<file path="config.mk">
export PLATFORM = sky130hd
export DESIGN_NAME = mem_port_arbiter_flat
export DESIGN_NICKNAME = d
export VERILOG_FILES = /design/src/rtl/mem_port_arbiter_if.sv /design/src/rtl/mem_port_arbiter.sv /design/src/flat_wrapper.sv
export SDC_FILE = /design/constraint.sdc
export NUM_CORES = 1
export LEC_CHECK = 0
export CORE_MARGIN = 2
export CORE_UTILIZATION = 44
export CTS_BUF_LIST = sky130_fd_sc_hd__clkbuf_4
export DETAILED_ROUTE_END_ITERATION = 16
export PLACE_DENSITY_LB_ADDON = 0.3
export SETUP_SLACK_MARGIN = 0.4
export SLEW_MARGIN = 20
export SYNTH_ARGS = -nofsm -noshare
export SYNTH_HDL_FRONTEND = slang
export SYNTH_SLANG_ARGS = --single-unit
</file>
<file path="constraint.sdc">
create_clock -name clk -period 12.89 [get_ports clk]
set_clock_uncertainty 0.1 [all_clocks]
set_input_delay 2.578 -clock clk [delete_from_list [all_inputs] [get_ports clk]]
set_output_delay 2.578 -clock clk [all_outputs]
set_load 0.005 [all_outputs]
</file>
<file path="src/rtl/mem_port_arbiter_if.sv">
// Bundle of requester, memory and stall signals for mem_port_arbiter.
// Slave modport is the arbiter view; master modport is the requester/memory side.
interface mem_port_arbiter_if #(
  parameter int ADDR_W = 32,
  parameter int DATA_W = 32
);
  // Handshake: a requester raises *_req with stable attributes and holds it until
  // its one-cycle *_valid pulse (fetch may also leave via if_kill). The arbiter holds
  // mem_req with stable mem_* attributes until mem_gnt, then waits for one mem_rvalid.
  logic              if_req;
  logic [ADDR_W-1:0] if_addr;
  logic              if_kill;
  logic [DATA_W-1:0] if_rdata;
  logic              if_valid;

  logic                d_req;
  logic                d_we;
  logic [ADDR_W-1:0]   d_addr;
  logic [DATA_W-1:0]   d_wdata;
  logic [DATA_W/8-1:0] d_be;
  logic [DATA_W-1:0]   d_rdata;
  logic                d_valid;

  logic                mem_req;
  logic                mem_we;
  logic [ADDR_W-1:0]   mem_addr;
  logic [DATA_W-1:0]   mem_wdata;
  logic [DATA_W/8-1:0] mem_be;
  logic                mem_gnt;
  logic                mem_rvalid;
  logic [DATA_W-1:0]   mem_rdata;

  logic       stall_if;
  logic       stall_mem;
  logic [1:0] state_dbg;

  modport slave (
    input  if_req, if_addr, if_kill,
    input  d_req, d_we, d_addr, d_wdata, d_be,
    input  mem_gnt, mem_rvalid, mem_rdata,
    output if_rdata, if_valid, d_rdata, d_valid,
    output mem_req, mem_we, mem_addr, mem_wdata, mem_be,
    output stall_if, stall_mem, state_dbg
  );

  modport master (
    output if_req, if_addr, if_kill,
    output d_req, d_we, d_addr, d_wdata, d_be,
    output mem_gnt, mem_rvalid, mem_rdata,
    input  if_rdata, if_valid, d_rdata, d_valid,
    input  mem_req, mem_we, mem_addr, mem_wdata, mem_be,
    input  stall_if, stall_mem, state_dbg
  );
endinterface

</file>
<file path="src/rtl/mem_port_arbiter.sv">
// Shares one memory port between fetch and data requesters, one transaction at a time.
// Define MEM_ARB_FAIRNESS_EN to bound consecutive data grants while fetch waits.
module mem_port_arbiter #(
  parameter int ADDR_W          = 32,
  parameter int DATA_W          = 32,
  parameter int MAX_DATA_STREAK = 3
) (
  input  logic              clk,
  input  logic              reset,
  mem_port_arbiter_if.slave bus
);
  localparam int BE_W = DATA_W / 8;

  if (MAX_DATA_STREAK < 1) begin : g_bad_streak
    $error("MAX_DATA_STREAK must be at least 1");
  end

  typedef enum logic [1:0] {
    IDLE  = 2'd0,
    ISSUE = 2'd1,
    WAIT  = 2'd2
  } state_t;

  state_t            state_q;
  logic              owner_is_data_q;
  logic              kill_q;
  logic              mem_req_q;
  logic              mem_we_q;
  logic [ADDR_W-1:0] mem_addr_q;
  logic [DATA_W-1:0] mem_wdata_q;
  logic [BE_W-1:0]   mem_be_q;
  logic [DATA_W-1:0] if_rdata_q;
  logic              if_valid_q;
  logic [DATA_W-1:0] d_rdata_q;
  logic              d_valid_q;

  logic if_elig;
  logic fetch_wins;

  // A fetch being cancelled this cycle must not win the port.
  assign if_elig = bus.if_req & ~bus.if_kill;

`ifdef MEM_ARB_FAIRNESS_EN
  localparam int SW = $clog2(MAX_DATA_STREAK + 1);
  localparam logic [SW-1:0] STREAK_MAX = SW'(MAX_DATA_STREAK);

  logic [SW-1:0] streak_q;

  assign fetch_wins = if_elig & (~bus.d_req | (streak_q == STREAK_MAX));

  always_ff @(posedge clk or posedge reset) begin
    if (reset) begin
      streak_q <= '0;
    end else if (state_q == IDLE) begin
      if (!bus.if_req || fetch_wins) begin
        streak_q <= '0;
      end else if (bus.d_req && if_elig && (streak_q != STREAK_MAX)) begin
        streak_q <= streak_q + 1'b1;
      end
    end
  end
`else
  assign fetch_wins = if_elig & ~bus.d_req;
`endif

  always_ff @(posedge clk or posedge reset) begin
    if (reset) begin
      state_q         <= IDLE;
      owner_is_data_q <= 1'b0;
      kill_q          <= 1'b0;
      mem_req_q       <= 1'b0;
      mem_we_q        <= 1'b0;
      mem_addr_q      <= '0;
      mem_wdata_q     <= '0;
      mem_be_q        <= '0;
      if_rdata_q      <= '0;
      if_valid_q      <= 1'b0;
      d_rdata_q       <= '0;
      d_valid_q       <= 1'b0;
    end else begin
      if_valid_q <= 1'b0;
      d_valid_q  <= 1'b0;
      case (state_q)
        IDLE: begin
          kill_q <= 1'b0;
          if (fetch_wins) begin
            owner_is_data_q <= 1'b0;
            mem_we_q        <= 1'b0;
            mem_addr_q      <= bus.if_addr;
            mem_wdata_q     <= '0;
            mem_be_q        <= '1;
            mem_req_q       <= 1'b1;
            state_q         <= ISSUE;
          end else if (bus.d_req) begin
            owner_is_data_q <= 1'b1;
            mem_we_q        <= bus.d_we;
            mem_addr_q      <= bus.d_addr;
            mem_wdata_q     <= bus.d_wdata;
            mem_be_q        <= bus.d_be;
            mem_req_q       <= 1'b1;
            state_q         <= ISSUE;
          end
        end
        ISSUE: begin
          if (!owner_is_data_q && bus.if_kill) kill_q <= 1'b1;
          if (bus.mem_gnt) begin
            mem_req_q <= 1'b0;
            state_q   <= WAIT;
          end
        end
        WAIT: begin
          if (!owner_is_data_q && bus.if_kill) kill_q <= 1'b1;
          if (bus.mem_rvalid) begin
            state_q <= IDLE;
            if (owner_is_data_q) begin
              d_valid_q <= 1'b1;
              if (!mem_we_q) d_rdata_q <= bus.mem_rdata;
            end else if (!kill_q && !bus.if_kill) begin
              // A killed fetch still drains the bus but leaves no trace.
              if_valid_q <= 1'b1;
              if_rdata_q <= bus.mem_rdata;
            end
          end
        end
        default: state_q <= IDLE;
      endcase
    end
  end

  assign bus.mem_req   = mem_req_q;
  assign bus.mem_we    = mem_we_q;
  assign bus.mem_addr  = mem_addr_q;
  assign bus.mem_wdata = mem_wdata_q;
  assign bus.mem_be    = mem_be_q;
  assign bus.if_rdata  = if_rdata_q;
  assign bus.if_valid  = if_valid_q;
  assign bus.d_rdata   = d_rdata_q;
  assign bus.d_valid   = d_valid_q;
  assign bus.stall_if  = bus.if_req & ~if_valid_q;
  assign bus.stall_mem = bus.d_req & ~d_valid_q;
  assign bus.state_dbg = state_q;
endmodule

</file>
<file path="src/flat_wrapper.sv">
// flat-port wrapper written by rule: the top's interface ports become plain ports
module mem_port_arbiter_flat 
#(
  parameter int ADDR_W          = 32,
  parameter int DATA_W          = 32,
  parameter int MAX_DATA_STREAK = 3
)
  (clk, reset, bus_if_req, bus_if_addr, bus_if_kill, bus_d_req, bus_d_we, bus_d_addr, bus_d_wdata, bus_d_be, bus_mem_gnt, bus_mem_rvalid, bus_mem_rdata, bus_if_rdata, bus_if_valid, bus_d_rdata, bus_d_valid, bus_mem_req, bus_mem_we, bus_mem_addr, bus_mem_wdata, bus_mem_be, bus_stall_if, bus_stall_mem, bus_state_dbg);
  mem_port_arbiter_if #(.ADDR_W(ADDR_W), .DATA_W(DATA_W)) bus_i ();
  input  logic clk;
  input  logic reset;
  input wire logic [$bits(bus_i.if_req)-1:0] bus_if_req;
  input wire logic [$bits(bus_i.if_addr)-1:0] bus_if_addr;
  input wire logic [$bits(bus_i.if_kill)-1:0] bus_if_kill;
  input wire logic [$bits(bus_i.d_req)-1:0] bus_d_req;
  input wire logic [$bits(bus_i.d_we)-1:0] bus_d_we;
  input wire logic [$bits(bus_i.d_addr)-1:0] bus_d_addr;
  input wire logic [$bits(bus_i.d_wdata)-1:0] bus_d_wdata;
  input wire logic [$bits(bus_i.d_be)-1:0] bus_d_be;
  input wire logic [$bits(bus_i.mem_gnt)-1:0] bus_mem_gnt;
  input wire logic [$bits(bus_i.mem_rvalid)-1:0] bus_mem_rvalid;
  input wire logic [$bits(bus_i.mem_rdata)-1:0] bus_mem_rdata;
  output wire logic [$bits(bus_i.if_rdata)-1:0] bus_if_rdata;
  output wire logic [$bits(bus_i.if_valid)-1:0] bus_if_valid;
  output wire logic [$bits(bus_i.d_rdata)-1:0] bus_d_rdata;
  output wire logic [$bits(bus_i.d_valid)-1:0] bus_d_valid;
  output wire logic [$bits(bus_i.mem_req)-1:0] bus_mem_req;
  output wire logic [$bits(bus_i.mem_we)-1:0] bus_mem_we;
  output wire logic [$bits(bus_i.mem_addr)-1:0] bus_mem_addr;
  output wire logic [$bits(bus_i.mem_wdata)-1:0] bus_mem_wdata;
  output wire logic [$bits(bus_i.mem_be)-1:0] bus_mem_be;
  output wire logic [$bits(bus_i.stall_if)-1:0] bus_stall_if;
  output wire logic [$bits(bus_i.stall_mem)-1:0] bus_stall_mem;
  output wire logic [$bits(bus_i.state_dbg)-1:0] bus_state_dbg;
  assign bus_i.if_req = bus_if_req;
  assign bus_i.if_addr = bus_if_addr;
  assign bus_i.if_kill = bus_if_kill;
  assign bus_i.d_req = bus_d_req;
  assign bus_i.d_we = bus_d_we;
  assign bus_i.d_addr = bus_d_addr;
  assign bus_i.d_wdata = bus_d_wdata;
  assign bus_i.d_be = bus_d_be;
  assign bus_i.mem_gnt = bus_mem_gnt;
  assign bus_i.mem_rvalid = bus_mem_rvalid;
  assign bus_i.mem_rdata = bus_mem_rdata;
  assign bus_if_rdata = bus_i.if_rdata;
  assign bus_if_valid = bus_i.if_valid;
  assign bus_d_rdata = bus_i.d_rdata;
  assign bus_d_valid = bus_i.d_valid;
  assign bus_mem_req = bus_i.mem_req;
  assign bus_mem_we = bus_i.mem_we;
  assign bus_mem_addr = bus_i.mem_addr;
  assign bus_mem_wdata = bus_i.mem_wdata;
  assign bus_mem_be = bus_i.mem_be;
  assign bus_stall_if = bus_i.stall_if;
  assign bus_stall_mem = bus_i.stall_mem;
  assign bus_state_dbg = bus_i.state_dbg;
  mem_port_arbiter #(.ADDR_W(ADDR_W), .DATA_W(DATA_W), .MAX_DATA_STREAK(MAX_DATA_STREAK)) u_core (.clk(clk), .reset(reset), .bus(bus_i));
endmodule
</file>
## After elaboration in Yosys (flattened, before gate mapping)

Index checks and enable logic that the tools add are counted.

| word-level totals | value |
|---|---|
| register bits after elaboration | 140 |
| latch bits | 0 |
| RAM bits | 0 |
| ROM bits | 0 |
| input port bits | 140 |
| output and inout bits | 140 |
| word-level logic and storage cells | 71 |
| memories | 0 |

| cells by class | value |
|---|---|
| $add $sub $neg | 0 |
| multiply operators | 0 |
| div/mod/pow operators | 0 |
| order comparisons | 0 |
| equal/unequal tests | 6 |
| shift operators | 0 |
| muxes and demuxes | 27 |
| bitwise operators | 10 |
| reduce and logical (&&, ||, !) cells | 16 |

Operator list:

| cell | number |
|---|---|
| $mux W32 | 4 |
| $mux W1 | 14 |
| $mux W2 | 4 |
| $mux W4 | 2 |
| $reduce_and A4 Y1 | 2 |
| $not A1 Y1 | 6 |
| $pmux W2 S3 | 1 |
| $reduce_and A3 Y1 | 2 |
| $reduce_bool A2 Y1 | 3 |
| $and A1 B1 Y1 | 4 |
| $ne A2 B2 Y1 const B | 2 |
| $pmux W1 S2 | 2 |
| $reduce_and A2 Y1 | 2 |
| $logic_not A1 Y1 | 3 |
| $ne A3 B2 Y1 const B | 1 |
| $eq A2 B1 Y1 const B | 1 |
| $eq A2 B2 Y1 const B | 1 |
| $logic_and A1 B1 Y1 | 2 |
| $logic_not A2 Y1 | 1 |
| $ne A2 B1 Y1 const B | 1 |
| $reduce_or A2 Y1 | 1 |

## Depth between registers and ports, before layout

Gate-level depths: netlist of run 1.

| depth | value |
|---|---|
| word-level depth | 6 |
| mapped depth | 7 |
| mapped depth without buffers | 5 |

## Worst setup path after synthesis of run 1

OpenSTA, ideal clock, no wires.

| path | value |
|---|---|
| path type | input -> output |
| start point | in bus_if_req |
| end point | out bus_stall_if |
| data arrival time | 2.709 ns |
| required time | 10.212 ns |
| setup slack | 7.503 ns |
| stages on the path | 1 |
| path buffers | 0 |
| cell sequence | nor2b_1 |

| on the way | value |
|---|---|
| longest elaborated chain between the ends | 1 |

RTL lines:

| element | RTL line | source |
|---|---|---|
| start: declaration | flat_wrapper.sv:12 | `input wire logic [$bits(bus_i.if_req)-1:0] bus_if_req;` |
| $and A1 B1 Y1 | mem_port_arbiter.sv:139 | `assign bus.stall_if = bus.if_req & ~if_valid_q;` |
| end: declaration | flat_wrapper.sv:32 | `output wire logic [$bits(bus_i.stall_if)-1:0] bus_stall_if;` |

Every way passes these cells.

## Worst setup path in the final report of run 1

| path | value |
|---|---|
| start point | in bus_d_req |
| end point | out bus_stall_mem |

| on the way | value |
|---|---|
| longest elaborated chain between the ends | 1 |

RTL lines:

| element | RTL line | source |
|---|---|---|
| start: declaration | flat_wrapper.sv:15 | `input wire logic [$bits(bus_i.d_req)-1:0] bus_d_req;` |
| $and A1 B1 Y1 | mem_port_arbiter.sv:140 | `assign bus.stall_mem = bus.d_req & ~d_valid_q;` |
| end: declaration | flat_wrapper.sv:33 | `output wire logic [$bits(bus_i.stall_mem)-1:0] bus_stall_mem;` |

Every way passes these cells.

==> results of run 1 <==
## layout by cell type, fill, tap and decap left out, types with 3 or more instances in the layout
cell type	instances
a22o_1	33
nor2b_1	5
clkdlybuf4s50_1	279
buf_4	5
mux2_2	58
ha_1	5
mux2_1	8
a21oi_1	34
clkbuf_4	17
o22ai_1	32
clkinvlp_4	4
o22a_1	4
dfrtp_1	140
inv_6	3
inv_1	39
clkinv_2	4
## power by group through the flow
| stage | Clock, W | Sequential [W] | Combinational, W |
|---|---|---|---|
| after floorplan | 0 | 0.000765 | 0.000288 |
| after global placement | 0 | 0.000746 | 0.000803 |
| after detailed placement | 0 | 0.000758 | 0.000826 |
| after CTS | 0.000284 | 0.000751 | 0.000828 |
| after global routing | 0.000308 | 0.000776 | 0.000879 |
| final | 0.000276 | 0.000751 | 0.000816 |
## sequential cells by signal, indices dropped and copies added, names as in the netlist
signal / cells
u_core.bus.mem_we: 1
u_core.bus.mem_wdata: 32
u_core.bus.d_rdata: 32
u_core.bus.mem_be: 4
u_core.owner_is_data_q: 1
u_core.bus.mem_addr: 32
u_core.bus.state_dbg: 2
u_core.bus.if_rdata: 32
u_core.bus.d_valid: 1
u_core.bus.if_valid: 1
u_core.kill_q: 1
u_core.bus.mem_req: 1
## worst max path at each step
stage                                              to  slack (ns)  startpoint
global placement                        bus_stall_mem        6.29   bus_d_req
CTS                                     bus_stall_mem        6.30   bus_d_req
global route                            bus_stall_mem        6.20   bus_d_req
floorplan           u_core.bus.d_rdata[0]$_DFFE_PP0P_        6.46       reset
detailed placement                      bus_stall_mem        6.32   bus_d_req
finish                                  bus_stall_mem        6.30   bus_d_req
## synth_stat cells (all sizes together)
cell type / number
dfrtp: 140
nand4bb: 1
nor4: 1
inv: 40
and3: 1
o21a: 1
nand2b: 2
nand2: 3
ha: 5
a22o: 33
o22ai: 32
buf: 16
and2: 1
a21oi: 34
nor2b: 5
o22a: 4
a31oi: 1
mux2: 66
a222oi: 1
clkbuf: 9
a211oi: 1
o21ai: 2
## logic make-up (layout without fill, tap and decap cells)
kind of cell / after synthesis / after routing / share of synthesized area
fa+ha+maj: 5 / 5 / 0.0115
other cells: 0 / 1 / 0
compound gates: 109 / 109 / 0.135
mux: 66 / 66 / 0.136
buf+inv: 65 / 356 / 0.0554
simple gates: 14 / 14 / 0.0184
flops: 140 / 140 / 0.643
## layout make-up
type,instances,share of cell area
Multi-Input combinational cell,194,0.192
Antenna cell,1,0.000290
Sequential cell,140,0.406
Tap cell,168,0.0243
Inverter,40,0.0180
Clock inverter,15,0.0172
Clock buffer,17,0.0148
Timing Repair Buffer,284,0.328
## through the flow
step | std cells | worst slack, ns | total power [W]
global placement | 826 | 6.29 | 0.00155
detailed placement | 826 | 6.32 | 0.00158
floorplan | 399 | 6.46 | 0.00105
CTS | 858 | 6.30 | 0.00186
global route | 859 | 6.20 | 0.00196
finish | 859 | 6.30 | 0.00184
## routing by layer
metal  wire, um  track usage
met5          0            0
met4        358       0.0900
met3       1020       0.0722
met2       7840        0.396
met1       5730        0.262
## worst max-delay path: cells and delay by family
kind          cells  cell delay (ns)
buf+inv           2             1.16
simple gates      1             0.18
==> results.cfg, run 1 <==
[status]
status = finished, final reports clean

[global_route]
grt.total_usage = 0.228
grt_pass1_wl_mm = 23.1
grt_pass1_vias = 4526
antenna_found_initial = 1
grt_max_degree = 74
grt-ovfl-total = 0

[cts]
cts_setup_buffers = 0
holdBufCountCts = 0
tritoncts = done
cts-resized-gates = 0
clock-sinks = 140
cts-buffers-inserted = 17
cts_root_buf = clkbuf_4
clockBufferDepth = 2
cts-htree-levels = 4
clkTransAtPathRegs_ns = 0.12
insertion_delay_ns = 0.51

[worst_setup_path]
reg2reg_from = u_core.bus.state_dbg[0]$_DFFE_PP0P_
worstPathArrival_ns = 3.91
rrSetupSlack_ns = 10.78
cpMaxStageDelayCell = clkdlybuf4s50_1
path_common_cell = clkdlybuf4s50_1
r2r-end = u_core.bus.state_dbg[1]$_DFFE_PP0P_
start_kind = input port
worstPathRequired_ns = 10.21
rr_worst_depth = 5
critPathCaptureType = primary output
crit_fanout = 7
cp_cell_sequence = clkdlybuf4s50_1 > nor2b_1 > clkdlybuf4s50_1
critPathMaxStageDelay_ns = 0.63
crit_type = input port to primary output

[worst_hold_path]
min_path_cells = 1
min_to = u_core.bus.d_rdata[24]$_DFFE_PP0P_
hold_start = u_core.bus.d_rdata[24]$_DFFE_PP0P_
hp-class = register to register

[detailed_routing]
remaining_drc_errors = 0
num_vias = 4211
initialDrtViolationCount = 248
via_per_inst = 4.90
drt-pass1-iter-count = 5
ant_nets = 0
wire_per_inst_um = 17.4
routed_wl_mm = 15.0

[sta]
finalSetupViolCount = 0
hold_viol = 0
finalCritPeriodShare = 0.511
whs_ns = 0.406
worstMarginPinSlew_ns = 0.837
relSlewSlack = 0.442
layout_min_cycle_time_ns = 6.59
slew_viol_final = 0
setup_tns_ns = 0
rsz0062_at_grt = no
max_freq_mhz = 152

[yosys]
synth_warnings = 0
syn_inst = 399
ys_ff_latch = 140
synth_top_cell_area_share = 0.643
ys_seq_area_frac = 0.643
synth_top_area_cell = dfrtp_1
synth_area_leaders = dfrtp_1, mux2_2, a22o_1
syn_area_per_cell_um2 = 13.7
ys_types = 25
synth_nets = 544
syn_area_um2 = 5450

[layout]
seq_area_um2 = 3500
final_cell_area_um2 = 8630
fin_util = 0.716
drive_gt1_frac = 0.143
fill_cells = 827
fin_nets = 822
multi_input_area_um2 = 1660
syn_to_final_growth_pct = 58.5

[floorplan]
fp.dieW_um = 115
dieHeight_um = 115
dieArea_um2 = 13300
core_um2 = 12100
ioPinCount = 280
rows = 40
start_util = 0.452

[pwr]
internal-power_w = 0.00128
ir_drop_mv = 0.103
p_comb_frac = 0.443
p_per_area_nw_per_um2 = 213
p_sw_w = 0.000560
swShare = 0.304
leakage_nw = 3.80
pwr-share-clk = 0.150
seqPwrFrac = 0.407

[place]
io_buffers = 279
gp_congestion = 0.807
dpl_cell_area_um2 = 8350
dp_hpwl_mm = 10.9

[flow_run]
maxCapViolations = 0
(Power assumes the default switching activity.)
==> run 2, diff against run 1 <==
--- a/config.mk
+++ b/config.mk
@@ -6,7 +6,7 @@
 export NUM_CORES = 1
 export LEC_CHECK = 0
 export CORE_MARGIN = 2
-export CORE_UTILIZATION = 44
+export CORE_UTILIZATION = 41
 export CTS_BUF_LIST = sky130_fd_sc_hd__clkbuf_4
 export DETAILED_ROUTE_END_ITERATION = 16
 export PLACE_DENSITY_LB_ADDON = 0.3
==> constraint.sdc (replaced) <==
create_clock -name clk -period 6.5 [get_ports clk]
set_clock_uncertainty 0.1 [all_clocks]
set_input_delay 1.3 -clock clk [delete_from_list [all_inputs] [get_ports clk]]
set_output_delay 1.3 -clock clk [all_outputs]
set_load 0.005 [all_outputs]
==> run 2 against run 1 <==
Critical path depth is the same. Final area grew 0.22%. Worst hold slack lost 0.0067 ns. Via count is the same. Total power grew 99%. Cell count grew 0.70%. Global-route usage shrank 2.1 points. First-iteration DRC count shrank 27%. Flip-flop and latch count is the same. Sequential share of layout area shrank 0.088 points. Critical endpoint unchanged. Largest power group unchanged.
==> results.cfg, run 2 (synthesis results as in run 1) <==
[pwr]
leakage_nw = 3.82
ir_drop_mv = 0.212
finalPower_w = 0.00366
p_per_area_nw_per_um2 = 423

[layout]
most-common-layout-cells = clkdlybuf4s50_1, dfrtp_1, mux2_2
mostFrequentLayoutCell = clkdlybuf4s50_1
insertedDiodeCount = 0
fin_util = 0.661
syn_to_final_growth_pct = 58.9
fin_nets = 821
drive_gt1_frac = 0.142

[place]
pre_cts_ws_ns = 2.48
gp_congestion = 0.834
dp_hpwl_mm = 10.6
io_buffers = 279

[flow_run]
maxCapViolations = 0

[sta]
rsz0062_at_grt = no
max_freq_mhz = 248
setup_tns_ns = 0
relSlewSlack = 0.412
hold_viol = 0
worst_slack_ns = 2.46
finalSetupViolCount = 0
layout_min_cycle_time_ns = 4.04
finalCritPeriodShare = 0.621
worstMarginPinSlew_ns = 0.881
slew_viol_final = 0

[worst_setup_path]
critPathCaptureType = primary output
start_kind = input port
worstPathRequired_ns = 5.10
crit_type = input port to primary output
crit_fanout = 7
worstPathArrival_ns = 2.64

[worst_hold_path]
hp-class = register to register

[floorplan]
rows = 42
start_util = 0.416
fp.dieW_um = 119
dieHeight_um = 119
core_um2 = 13100
ioPinCount = 280
dieArea_um2 = 14200

[cts]
insertion_delay_ns = 0.52
cts-buffers-inserted = 17
cts_root_buf = clkbuf_4
cts_setup_buffers = 0
tritoncts = done
clock-sinks = 140
holdBufCountCts = 0
clockBufferDepth = 2
cts-htree-levels = 4
cts-resized-gates = 0
clkTransAtPathRegs_ns = 0.10

[detailed_routing]
wire_per_inst_um = 16.5
via_per_inst = 4.87
num_vias = 4211
routed_wl_mm = 14.3
remaining_drc_errors = 0
initialDrtViolationCount = 181
drt-pass1-iter-count = 4
ant_nets = 0

[global_route]
grt_max_degree = 80
antenna_found_initial = 0
grt-ovfl-total = 0
grt_pass1_vias = 4410
grt_pass1_wl_mm = 22.6
grt.total_usage = 0.206

[status]
status = finished, final reports clean
[run 2: changes by cell type in the layout (fill, tap and decap cells not counted), sizes merged]
cell,before,now
buf,5,4
bufinv,2,3
clkbuf,17,19
clkinv,7,8
clkinvlp,4,2
diode,1,0
inv,42,40
[run 2: path summary, 6_finish.rpt]
kind | from | to | slack (ns) | cells after the start
worst max-delay path | bus_d_req | bus_stall_mem | 2.46 | 3
worst min-delay path | u_core.bus.d_rdata[22]$_DFFE_PP0P_ | u_core.bus.d_rdata[22]$_DFFE_PP0P_ | 0.40 | 1
worst max register to register | u_core.bus.state_dbg[0]$_DFFE_PP0P_ | u_core.bus.d_rdata[0]$_DFFE_PP0P_ | 4.26 | 5
worst min register to register | u_core.bus.d_rdata[22]$_DFFE_PP0P_ | u_core.bus.d_rdata[22]$_DFFE_PP0P_ | 0.40 | 1
max in group asynchronous | reset | u_core.bus.d_rdata[25]$_DFFE_PP0P_ | 3.89 | 3
min in group asynchronous | reset | u_core.bus.mem_addr[17]$_DFFE_PP0P_ | 1.15 | 2
[run 2: cell type report]
class	instances	area (um^2)
fill	972	4430
timing repair buffer	283	2820
sequential	140	3500
clock buffer	19	143
multi-input combinational	194	1660
inverter	40	155
tap	176	220
clock inverter	13	150
[run 2: worst max-delay path, stage by stage]
cell and delay (ns):
clkdlybuf4s50_1 0.66, nor2b_1 0.17, clkdlybuf4s50_1 0.51
[run 2: report_power, final]
group	internal, W	total, W	switching [W]
clock	0.000271	0.000570	0.000300
sequential	0.00127	0.00148	0.000218
combinational	0.00105	0.00161	0.000556
[run 2: per-stage QoR]
stage / cells / hold WS [ns] / instance area (um^2)
3_3_place_gp: 833 / 0.373 / 8360
4_1_cts: 865 / 0.406 / 8650
2_1_floorplan: 399 / 0.389 / 5450
6_report: 865 / 0.399 / 8650
3_5_place_dp: 833 / 0.380 / 8360
5_1_grt: 865 / 0.425 / 8650
[run 2: per-layer routing]
| metal | GRT usage | vias to the layer above | part of all wire |
|---|---|---|---|
| met5 | 0 | - | 0 |
| met4 | 0.101 | 0 | 0.034 |
| met3 | 0.0580 | 36 | 0.061 |
| met2 | 0.358 | 160 | 0.52 |
| met1 | 0.233 | 2044 | 0.39 |
| li1 | - | 1971 | - |
==> RTL change (config.mk and constraints of run 2) <==
`DATA_W` is set to 32 in 3 places; all go to 16.
--- a/src/rtl/mem_port_arbiter_if.sv
+++ b/src/rtl/mem_port_arbiter_if.sv
@@ -2,7 +2,7 @@
 // Slave modport is the arbiter view; master modport is the requester/memory side.
 interface mem_port_arbiter_if #(
   parameter int ADDR_W = 32,
-  parameter int DATA_W = 32
+  parameter int DATA_W = 16
 );
   // Handshake: a requester raises *_req with stable attributes and holds it until
   // its one-cycle *_valid pulse (fetch may also leave via if_kill). The arbiter holds
--- a/src/rtl/mem_port_arbiter.sv
+++ b/src/rtl/mem_port_arbiter.sv
@@ -2,7 +2,7 @@
 // Define MEM_ARB_FAIRNESS_EN to bound consecutive data grants while fetch waits.
 module mem_port_arbiter #(
   parameter int ADDR_W          = 32,
-  parameter int DATA_W          = 32,
+  parameter int DATA_W          = 16,
   parameter int MAX_DATA_STREAK = 3
 ) (
   input  logic              clk,
--- a/src/flat_wrapper.sv
+++ b/src/flat_wrapper.sv
@@ -2,7 +2,7 @@
 module mem_port_arbiter_flat 
 #(
   parameter int ADDR_W          = 32,
-  parameter int DATA_W          = 32,
+  parameter int DATA_W          = 16,
   parameter int MAX_DATA_STREAK = 3
 )
   (clk, reset, bus_if_req, bus_if_addr, bus_if_kill, bus_d_req, bus_d_we, bus_d_addr, bus_d_wdata, bus_d_be, bus_mem_gnt, bus_mem_rvalid, bus_mem_rdata, bus_if_rdata, bus_if_valid, bus_d_rdata, bus_d_valid, bus_mem_req, bus_mem_we, bus_mem_addr, bus_mem_wdata, bus_mem_be, bus_stall_if, bus_stall_mem, bus_state_dbg);
Ports: changed (7 resized); port bits go from 280 to 196. No check against the original RTL was run, so the function may have changed too.
==> RTL change against run 2 <==
Final area is 33% lower. Wire length is 33% lower. Power is 35% lower. Sequential share of layout area is 1.9 points lower. Non-clock buffer count is 84 lower. Setup slack worse by 11 ps. Register-to-register slack better by 30 ps. Sequential cell count is 50 lower. Synthesized area is 33% lower. Critical path type unchanged.
==> RTL change: results (changes against run 2) <==
CTS H-tree lvls - 3 (-1)
Area of the multi-input gates - 1140 um^2 (-31%)
Max rail drop VDD - 0.000205 V (-3.3%)
Status - complete, no violations
FF+latch area - 2250 um^2 (-36%)
Port bufs - 195 (-30%)
Commonest cells post-synth - dfrtp_1 (90), inv_1 (40), a21oi_1 (34), mux2_2 (34), o22ai_1 (32)
Largest net degree at the start of global routing - 90 (+13%)
Sw frac - 30.4% (+1.1 points)
Gr usage total - 20.2% (-0.46 points)
Global-route wire length before repair - 15.6 mm (-31%)
Gp weighted congestion - 0.747 (-10%)
Global Route met2 Usage - 31.9% (-3.9 points)
Clock Latency Late Sink - 420 ps (-100 ps)
Met3 Use GR - 7.95% (+2.2 points)
Sequential share of power - 39.7% (-0.9 points)
Min-delay src - u_core.bus.d_rdata[1]$_DFFE_PP0P_
Vias in the first global route - 3163 (-28%)
Final nets - 595 (-28%)
Syn nets - 404 (-26%)
Arrival time at the worst endpoint - 2650 ps (about the same)
Clock transition at path regs - 130 ps (+30 ps)
HPWL Detailed - 6.93 mm (-35%)
Clock group power - 0.000356 W (-38%)
Number of multi-input logic gates - 144 (-26%)
Total design power - 0.00239 W (-35%)
[RTL change: changes by cell type in the layout (fill, tap and decap cells not counted), sizes merged, moves of 2 or more]
cell / run 2 / this run
clkbuf: 19 / 9
inv: 40 / 42
clkinv: 8 / 2
a22o: 33 / 17
o22a: 4 / 2
dfrtp: 140 / 90
clkdlybuf4s50: 279 / 195
mux2: 66 / 34
[RTL change: logic make-up after synthesis]
logic type               synth area share [%]
flip-flops                               62.1
AO/OA/AOI/OAI                            15.9
multiplexers                             10.6
adder cells (fa/ha/maj)                  1.72
AND/OR/NAND/NOR                          2.79
buffers and inverters                    6.93
[RTL change: critical path: cells and delay by family]
kind | cells | cell delay, ps
buffers and inverters | 2 | 1170
and+or+nand+nor | 1 | 170
[RTL change: stage by stage]
stage                     utilization [%]  cells  instance area, um^2  worst slack [ps]
after CTS                            67.3    596                 5820              2460
after floorplan                         -    293                 3630              2760
final                                67.5    597                 5830              2450
after detailed placement             65.4    580                 5650              2470
after global routing                 67.5    597                 5830              2380
after global placement               65.4    580                 5650              2480
